File: src/rtl/dice_roll_engine.sv
// Unbiased multi-die roll engine: rejection-samples a stop/valid TRNG and streams 1-based results.
// Optional running sum of each request is built only when DICE_SUM_EN is defined.
module dice_roll_engine #(
  parameter int RAND_W   = 8,
  parameter int MAX_DICE = 8,
  parameter int CNT_W    = $clog2(MAX_DICE + 1),
  parameter int SUM_W    = 10
) (
  input  logic              i_clk,
  input  logic              i_reset_n,
  input  logic              i_start,
  input  logic [2:0]        i_die_sel,
  input  logic [CNT_W-1:0]  i_count,
  output logic              o_busy,
  output logic              o_stop,
  input  logic              i_rand_valid,
  input  logic [RAND_W-1:0] i_rand_data,
  output logic              o_roll_valid,
  output logic [6:0]        o_roll_data,
  output logic              o_roll_last,
  input  logic              i_roll_ready,
  output logic              o_err,
  output logic [SUM_W-1:0]  o_sum,
  output logic              o_sum_valid
);

  typedef enum logic [1:0] {IDLE, REQ, REARM, OUT} state_t;

  localparam int RANGE = 2 ** RAND_W;
  localparam int LIM_W = RAND_W + 1;

  // Largest multiple of the side count that fits in the sample range; samples
  // at or above it would bias the low faces, so they are thrown away.
  function automatic logic [LIM_W-1:0] limit_of(input logic [2:0] sel);
    case (sel)
      3'd0:    limit_of = LIM_W'((RANGE / 4) * 4);
      3'd1:    limit_of = LIM_W'((RANGE / 6) * 6);
      3'd2:    limit_of = LIM_W'((RANGE / 8) * 8);
      3'd3:    limit_of = LIM_W'((RANGE / 10) * 10);
      3'd4:    limit_of = LIM_W'((RANGE / 12) * 12);
      3'd5:    limit_of = LIM_W'((RANGE / 20) * 20);
      3'd6:    limit_of = LIM_W'((RANGE / 100) * 100);
      default: limit_of = '0;
    endcase
  endfunction

  // Constant divisors per branch keep each modulo a fixed-constant reduction.
  function automatic logic [6:0] roll_of(input logic [2:0] sel,
                                         input logic [RAND_W-1:0] data);
    int unsigned d;
    int unsigned r;
    d = 32'(data);
    case (sel)
      3'd0:    r = d % 4;
      3'd1:    r = d % 6;
      3'd2:    r = d % 8;
      3'd3:    r = d % 10;
      3'd4:    r = d % 12;
      3'd5:    r = d % 20;
      default: r = d % 100;
    endcase
    roll_of = 7'(r + 1);
  endfunction

  state_t           state_q, state_d;
  logic [2:0]       sel_q;
  logic [CNT_W-1:0] remaining_q;
  logic [6:0]       roll_q;
  logic             err_q;

  logic start_ok, start_bad, take, drop, handshake, last_die;

  assign start_ok  = (state_q == IDLE) && i_start && (i_die_sel != 3'd7) &&
                     (i_count != '0) && (i_count <= CNT_W'(MAX_DICE));
  assign start_bad = (state_q == IDLE) && i_start && !start_ok;
  assign take      = (state_q == REQ) && i_rand_valid &&
                     ({1'b0, i_rand_data} < limit_of(sel_q));
  assign drop      = (state_q == REQ) && i_rand_valid && !take;
  assign handshake = (state_q == OUT) && i_roll_ready;
  assign last_die  = (remaining_q == CNT_W'(1));

  // NOTE: every signal driven here gets a default first so no latch is inferred.
  always_comb begin
    state_d      = state_q;
    o_busy       = 1'b1;
    o_stop       = 1'b1;
    o_roll_valid = 1'b0;
    o_roll_last  = 1'b0;
    case (state_q)
      IDLE: begin
        o_busy = 1'b0;
        if (start_ok) state_d = REQ;
      end
      REQ: begin
        o_stop = 1'b0;
        if (take)      state_d = OUT;
        else if (drop) state_d = REARM;
      end
      REARM: state_d = REQ;
      OUT: begin
        o_roll_valid = 1'b1;
        o_roll_last  = last_die;
        if (handshake) state_d = last_die ? IDLE : REARM;
      end
    endcase
  end

  // NOTE: sequential state uses non-blocking assignments so all registers update together.
  always_ff @(posedge i_clk) begin
    if (!i_reset_n) begin
      state_q     <= IDLE;
      sel_q       <= '0;
      remaining_q <= '0;
      roll_q      <= '0;
      err_q       <= 1'b0;
    end else begin
      state_q <= state_d;
      err_q   <= start_bad;
      if (start_ok) begin
        sel_q       <= i_die_sel;
        remaining_q <= i_count;
      end
      if (take)      roll_q      <= roll_of(sel_q, i_rand_data);
      if (handshake) remaining_q <= remaining_q - CNT_W'(1);
    end
  end

  assign o_roll_data = roll_q;
  assign o_err       = err_q;

`ifdef DICE_SUM_EN
  logic [SUM_W-1:0] sum_q;
  logic             sum_valid_q;

  always_ff @(posedge i_clk) begin
    if (!i_reset_n) begin
      sum_q       <= '0;
      sum_valid_q <= 1'b0;
    end else begin
      sum_valid_q <= handshake && last_die;
      if (start_ok)       sum_q <= '0;
      else if (handshake) sum_q <= sum_q + SUM_W'(roll_q);
    end
  end

  assign o_sum       = sum_q;
  assign o_sum_valid = sum_valid_q;
`else
  assign o_sum       = '0;
  assign o_sum_valid = 1'b0;
`endif

endmodule

File: config.mk
export PLATFORM = sky130hd
export DESIGN_NAME = dice_roll_engine
export DESIGN_NICKNAME = d
export VERILOG_FILES = /design/src/rtl/dice_roll_engine.sv
export SDC_FILE = /design/constraint.sdc
export NUM_CORES = 1
export LEC_CHECK = 0
export CELL_PAD_IN_SITES_DETAIL_PLACEMENT = 1
export CELL_PAD_IN_SITES_GLOBAL_PLACEMENT = 1
export CORE_UTILIZATION = 40
export CTS_CLUSTER_SIZE = 25
export DETAILED_ROUTE_END_ITERATION = 6
export PLACE_DENSITY = 0.88
export SLEW_MARGIN = 20
export SYNTH_ARGS = -nofsm -noshare
export SYNTH_HDL_FRONTEND = slang
export SYNTH_SLANG_ARGS = --single-unit
File: constraint.sdc
create_clock -name i_clk -period 15.4 [get_ports i_clk]
set_input_delay 3.08 -clock i_clk [delete_from_list [all_inputs] [get_ports i_clk]]
set_output_delay 3.08 -clock i_clk [all_outputs]
set_load 0.02 [all_outputs]
# Word-level counts from Yosys, hierarchy flattened
# Index checks and enable logic that the tools add are counted.
[totals]
wordCells = 62
out_inout_bits = 23
mem_count = 0
reg_bits = 17
in_bits = 20
latch_bits = 0
ram_bits = 0
rom_bits = 0
[classes]
n_mux = 16
n_addsub = 2
magnitude_cmp = 2
n_eq_ne = 14
n_reduce_logical = 18
shifts = 0
div = 5
bitwise = 0
multipliers = 0
[ops]
columns = ["op", "n"]
rows = [
  ["$mod A8 B4 Y32 const B", 2],
  ["$pmux W9 S5", 1],
  ["$pmux W7 S6", 1],
  ["$mod A8 B3 Y32 const B", 1],
  ["$mod A8 B5 Y32 const B", 1],
  ["$mod A8 B7 Y32 const B", 1],
  ["$mux W7", 2],
  ["$mux W2", 5],
  ["$eq A3 B3 Y1 const B", 3],
  ["$logic_and A1 B1 Y1", 9],
  ["$lt A8 B9 Y1", 1],
  ["$mux W4", 2],
  ["$pmux W2 S4", 1],
  ["$add A7 B1 Y7 const B", 1],
  ["$eq A3 B2 Y1 const B", 2],
  ["$ne A3 B3 Y1 const B", 2],
  ["$eq A2 B2 Y1 const B", 2],
  ["$eq A4 B1 Y1 const B", 1],
  ["$le A4 B4 Y1 const B", 1],
  ["$mux W1", 4],
  ["$ne A2 B2 Y1 const B", 2],
  ["$reduce_bool A4 Y1", 1],
  ["$reduce_or A2 Y1", 2],
  ["$sub A4 B1 Y4 const B", 1],
  ["other kinds (7)", 8],
]

# Longest topological paths before layout
[depth]
word_depth = 10
ltp_mapped = 47
ltp_nobuf = 44

# Worst setup path after synthesis
# OpenSTA, ideal clock, no wires.
[synth_timing]
path_type = "input port to flip-flop"
startpoint = "in i_rand_data[7]"
endpoint = "reg roll_q[6], in the netlist o_roll_data[6]"
setup_ps = 74
t_arrival_ps = 12846
n_path_buf = 3
slack_ps = 2479
path_stages = 43
required_ps = 15326
cell_sequence = "clkbuf_1 > ha_1 > or4b_1 > a21oi_1 > nor2_1 > ha_1 > o211ai_1 > a2bb2oi_2 > nor3_1 > or2_2 > ha_1 > and4b_1 > a41o_1 > o21a_4 > o31ai_1 > inv_1 > ha_1 > or3_4 > [... 7 more ...] > nand3_1 > a21oi_1 > a211oi_1 > nor2_1 > a21oi_1 > nand2_1 > ha_1 > o21a_1 > o31a_1 > o31ai_1 > o311ai_1 > a32oi_1 > mux2i_1 > ha_1 > or4b_1 > or3_4 > or4_1 > a31oi_1"
[synth_between]
elab_chain_cells = 5
elab_cells_between_ends = 11
cone_classes = "add/sub: 1; div: 5; order compare: 1; mux: 3; reduce/logical: 1"
[synth_rtl]
columns = ["item", "line_no", "source"]
rows = [
  ["start, declared", "17", "input logic [RAND_W-1:0] i_rand_data,"],
  ["$mod A8 B7 Y32, or another cell as far along", "60", "default: r = d % 100;"],
  ["$pmux W7 S6", "53", "case (sel)"],
  ["$mux W7", "123", "if (take) roll_q <= roll_of(sel_q, i_rand_data);"],
  ["$mux W7", "110", "if (!i_reset_n) begin"],
  ["$add A7 B1 Y7", "62", "roll_of = 7'(r + 1);"],
  ["end signal, assigned", "123", ""],
  ["end, declared", "68", "logic [6:0] roll_q;"],
]
# Parallel ways exist; a longest one is shown, timed or not. The select of a mux whose other input is x is not followed.
# A chain may end at the register's enable or synchronous reset.

# Worst setup path after layout
# Ends and elaborated chain as after synthesis.

==> flow_summary_export.csv <==
group,metric,value,unit
outcome,run_status,"complete, no violations",
grt,grt_pass1_wl,11.66,mm
power,pwr-share-seq,18.1,%
detailed_routing,via_per_inst,5.922,
critical_path,r2r_slack,3.25,ns
power,p_int,0.1474,mW
sta,fin_worst_skew,0.003036,ns
sta,slew_viol_final,0,
die,die_w,82.72,um
synthesis,synth_most_common_cell,"ha_1",
flow_run,drv_cap,0,
die,pin_count,43,
synthesis,synth_top_area_share,17.28,%
synthesis,synth_cell_types,66,
detailed_routing,finalWirelength,7.331,mm
critical_path,max_stage_delay,0.69,ns
detailed_routing,drt_iter0_drc,59,
grt,grt_pass1_vias,2571,
synthesis,async_flop_share,0,%
detailed_routing,ant_nets,0,
sta,rsz0062_at_grt,"no",
synthesis,ys_top_cells_by_count,"ha_1 (36), nor2_1 (32), nand2_1 (29)",
synthesis,synth_edf_count,0,
grt,grt_antenna_before_repair,0,
critical_path,path_common_cell,"ha_1",
synthesis,synth_flop_cell,"dfxtp_1",
power,swShare,46.90,%
synthesis,ys_warn_count,0,
placed_design,dp_hpwl,5.868,mm
placed_design,io_buffers,31,
power,clkPwrFrac,11.9,%
synthesis,yosys.area.top_type,"ha_1",
die,core,6314,sq um
clocking,cts_resized,0,
power,ir_worst_vdd,0.05150,mV
clocking,root_buffer,"clkbuf_8",
synthesis,synthCells,349,
die,rows,29,
clocking,cts_hold_buf,0,
die,die-area,6843,sq um
detailed_routing,drcViolationCount,0,
hold_path,worstHoldPathType,"flop to flop",
grt,grt_remaining_overflow,0,
clocking,clock_path_buffers,2,
detailed_routing,via_count,2647,
grt,track_usage,21.69,%
placed_design,gp_congestion,0.9030,
final_layout,syn2layout_area_growth,13.83,%
critical_path,worstSetupPathType,"input port to flop",
clocking,htree_levels,1,
final_layout,n_fill_cell,815,
critical_path,crit_fanout,9,
clocking,cts_setup_buffers,0,
sta,setup_tns,0,ns
final_layout,antenna_cells,0,
synthesis,ys_top_cells_by_area,"ha_1 (17%), dfxtp_1 (13%), a21oi_1 (4.8%)",
critical_path,critPathSlowestCell,"or4_1",
clocking,clock_sinks,17,
clocking,clk_latency,0.25,ns
sta,setup_viol,0,
detailed_routing,wl_per_cell,16.40,um
clocking,clkTransAtPathRegs,0.06,ns
synthesis,syn_area,2606,sq um
critical_path,crit_family,"simple AND/OR/NAND/NOR gates",
power,p_per_area,93.60,nW/um^2
sta,fin_crit_sh,92.90,%
sta,worst_pin_slew,0.9608,ns
synthesis,avgSynthCellArea,7.468,sq um
critical_path,cp.arrival,14.48,ns
die,die_y,82.72,um
final_layout,nNetsFinal,427,
synthesis,ys_ff_latch,17,
power,p_switching,0.1302,mW
final_layout,drive_above_1_share,6.216,%
clocking,cts_tree,"yes",
power,p_comb_share,70.0,%
critical_path,worstPathRequired,15.57,ns
die,start_util,41.28,%
placed_design,placed_cell_area,2922,sq um
power,leakage,1.222,nW
synthesis,seq_area_frac_synth,13.06,%
sta,max_freq,0.06990,GHz
critical_path,crit_buf_inv,2,
critical_path,end_kind,"flop",
detailed_routing,firstDrtPassIters,4,
clocking,numCtsBuffers,3,
sta,hold_viol_final,0,
final_layout,postLayoutCellArea,2967,sq um
critical_path,start_kind,"input port",
grt,grt_max_degree,19,
sta,period_minus_slack,14.31,ns
sta,slew_headroom,34.94,%
[state kept, by name, summed over array words and instances, names as in the netlist]
name	flops
sel_q	3
remaining_q	4
o_err	1
o_roll_data	7
state_q	2
[cell families after synthesis]
group           share of synthesized area (%)
simple gates                            25.06
fa+ha+maj                               17.28
xor+xnor                                4.705
mux                                     3.889
compound gates                          28.18
buf+inv                                 7.681
other cells                            0.1439
flops                                   13.06
[area by class of cell]
type	instances	area (sq um)	area share, %
clock buffers	4	45.04	1.518
well taps	77	96.34	3.248
flip-flops and latches	17	340.3	11.47
repair buffers	33	325.3	10.97
inverters	15	56.30	1.898
multi-input cells	301	2103	70.90
[per-layer routing]
| metal | track usage, % | share of wire, % | vias up |
|---|---|---|---|
| met2 | 41.07 | 50 | 35 |
| met1 | 26.39 | 47 | 1282 |
| li1 | - | - | 1322 |
| met5 | 0 | 0 | - |
| met3 | 2.308 | 1.9 | 8 |
| met4 | 3.448 | 0.75 | 0 |
[worst min-delay path, delay by kind of cell, from the launching register on]
| family | cells | cell delay, ns |
|---|---|---|
| AOI/OAI and AO/OA | 1 | 0.07 |
| and+or+nand+nor | 1 | 0.06 |
| DFF | 1 | 0.31 |
[stage by stage]
stage               std cells  utilization, %  hold WS (ns)  power, mW  worst slack, ns
floorplan                 359               -        0.4675     0.1990            2.479
global placement          443           46.27        0.4720     0.2337            1.435
detailed placement        443           46.27        0.4957     0.2429            1.016
CTS                       447           46.99        0.5117     0.2771            1.225
global route              447           46.99        0.5268     0.3011           0.4763
finish                    447           46.99        0.5001     0.2777            1.093
[final timing paths]
kind | end | startpoint | depth (start not counted)
max | o_roll_data[6] | i_rand_data[7] | 40
min | o_roll_data[2] | o_roll_data[2] | 2
max reg2reg | o_roll_data[6] | sel_q[0] | 42
min reg2reg | o_roll_data[2] | o_roll_data[2] | 2
[layout by cell type (no fill, tap or decap), drive strengths merged, types with 3 or more instances in the layout]
| cell type | n |
|---|---|
| clkbuf | 4 |
| xnor2 | 5 |
| nor4 | 3 |
| and2 | 3 |
| nor2b | 4 |
| a21o | 5 |
| dfxtp | 17 |
| or4 | 3 |
| conb | 11 |
| a211oi | 5 |
| and3 | 5 |
| nor3b | 3 |
| a31oi | 3 |
| nand2 | 30 |
| o211ai | 8 |
| or3 | 3 |
| o31ai | 4 |
| o21ai | 18 |
| o221ai | 3 |
| clkdlybuf4s50 | 31 |
| a21oi | 25 |
| nor3 | 11 |
| ha | 36 |
| or2 | 4 |
| inv | 15 |
| mux2i | 9 |
| nand3 | 9 |
| a21boi | 8 |
| xor2 | 9 |
| nor2 | 32 |
| o21a | 13 |
[power by group through the flow]
stage               combinational [mW]  clock [mW]  sequential [mW]
floorplan                        0.148           0           0.0513
finish                           0.194      0.0330           0.0503
CTS                              0.193      0.0338           0.0503
global placement                 0.183           0           0.0510
detailed placement               0.192           0           0.0512
global route                     0.215      0.0358           0.0507
No activity file was read; power rests on OpenSTA's default activity.
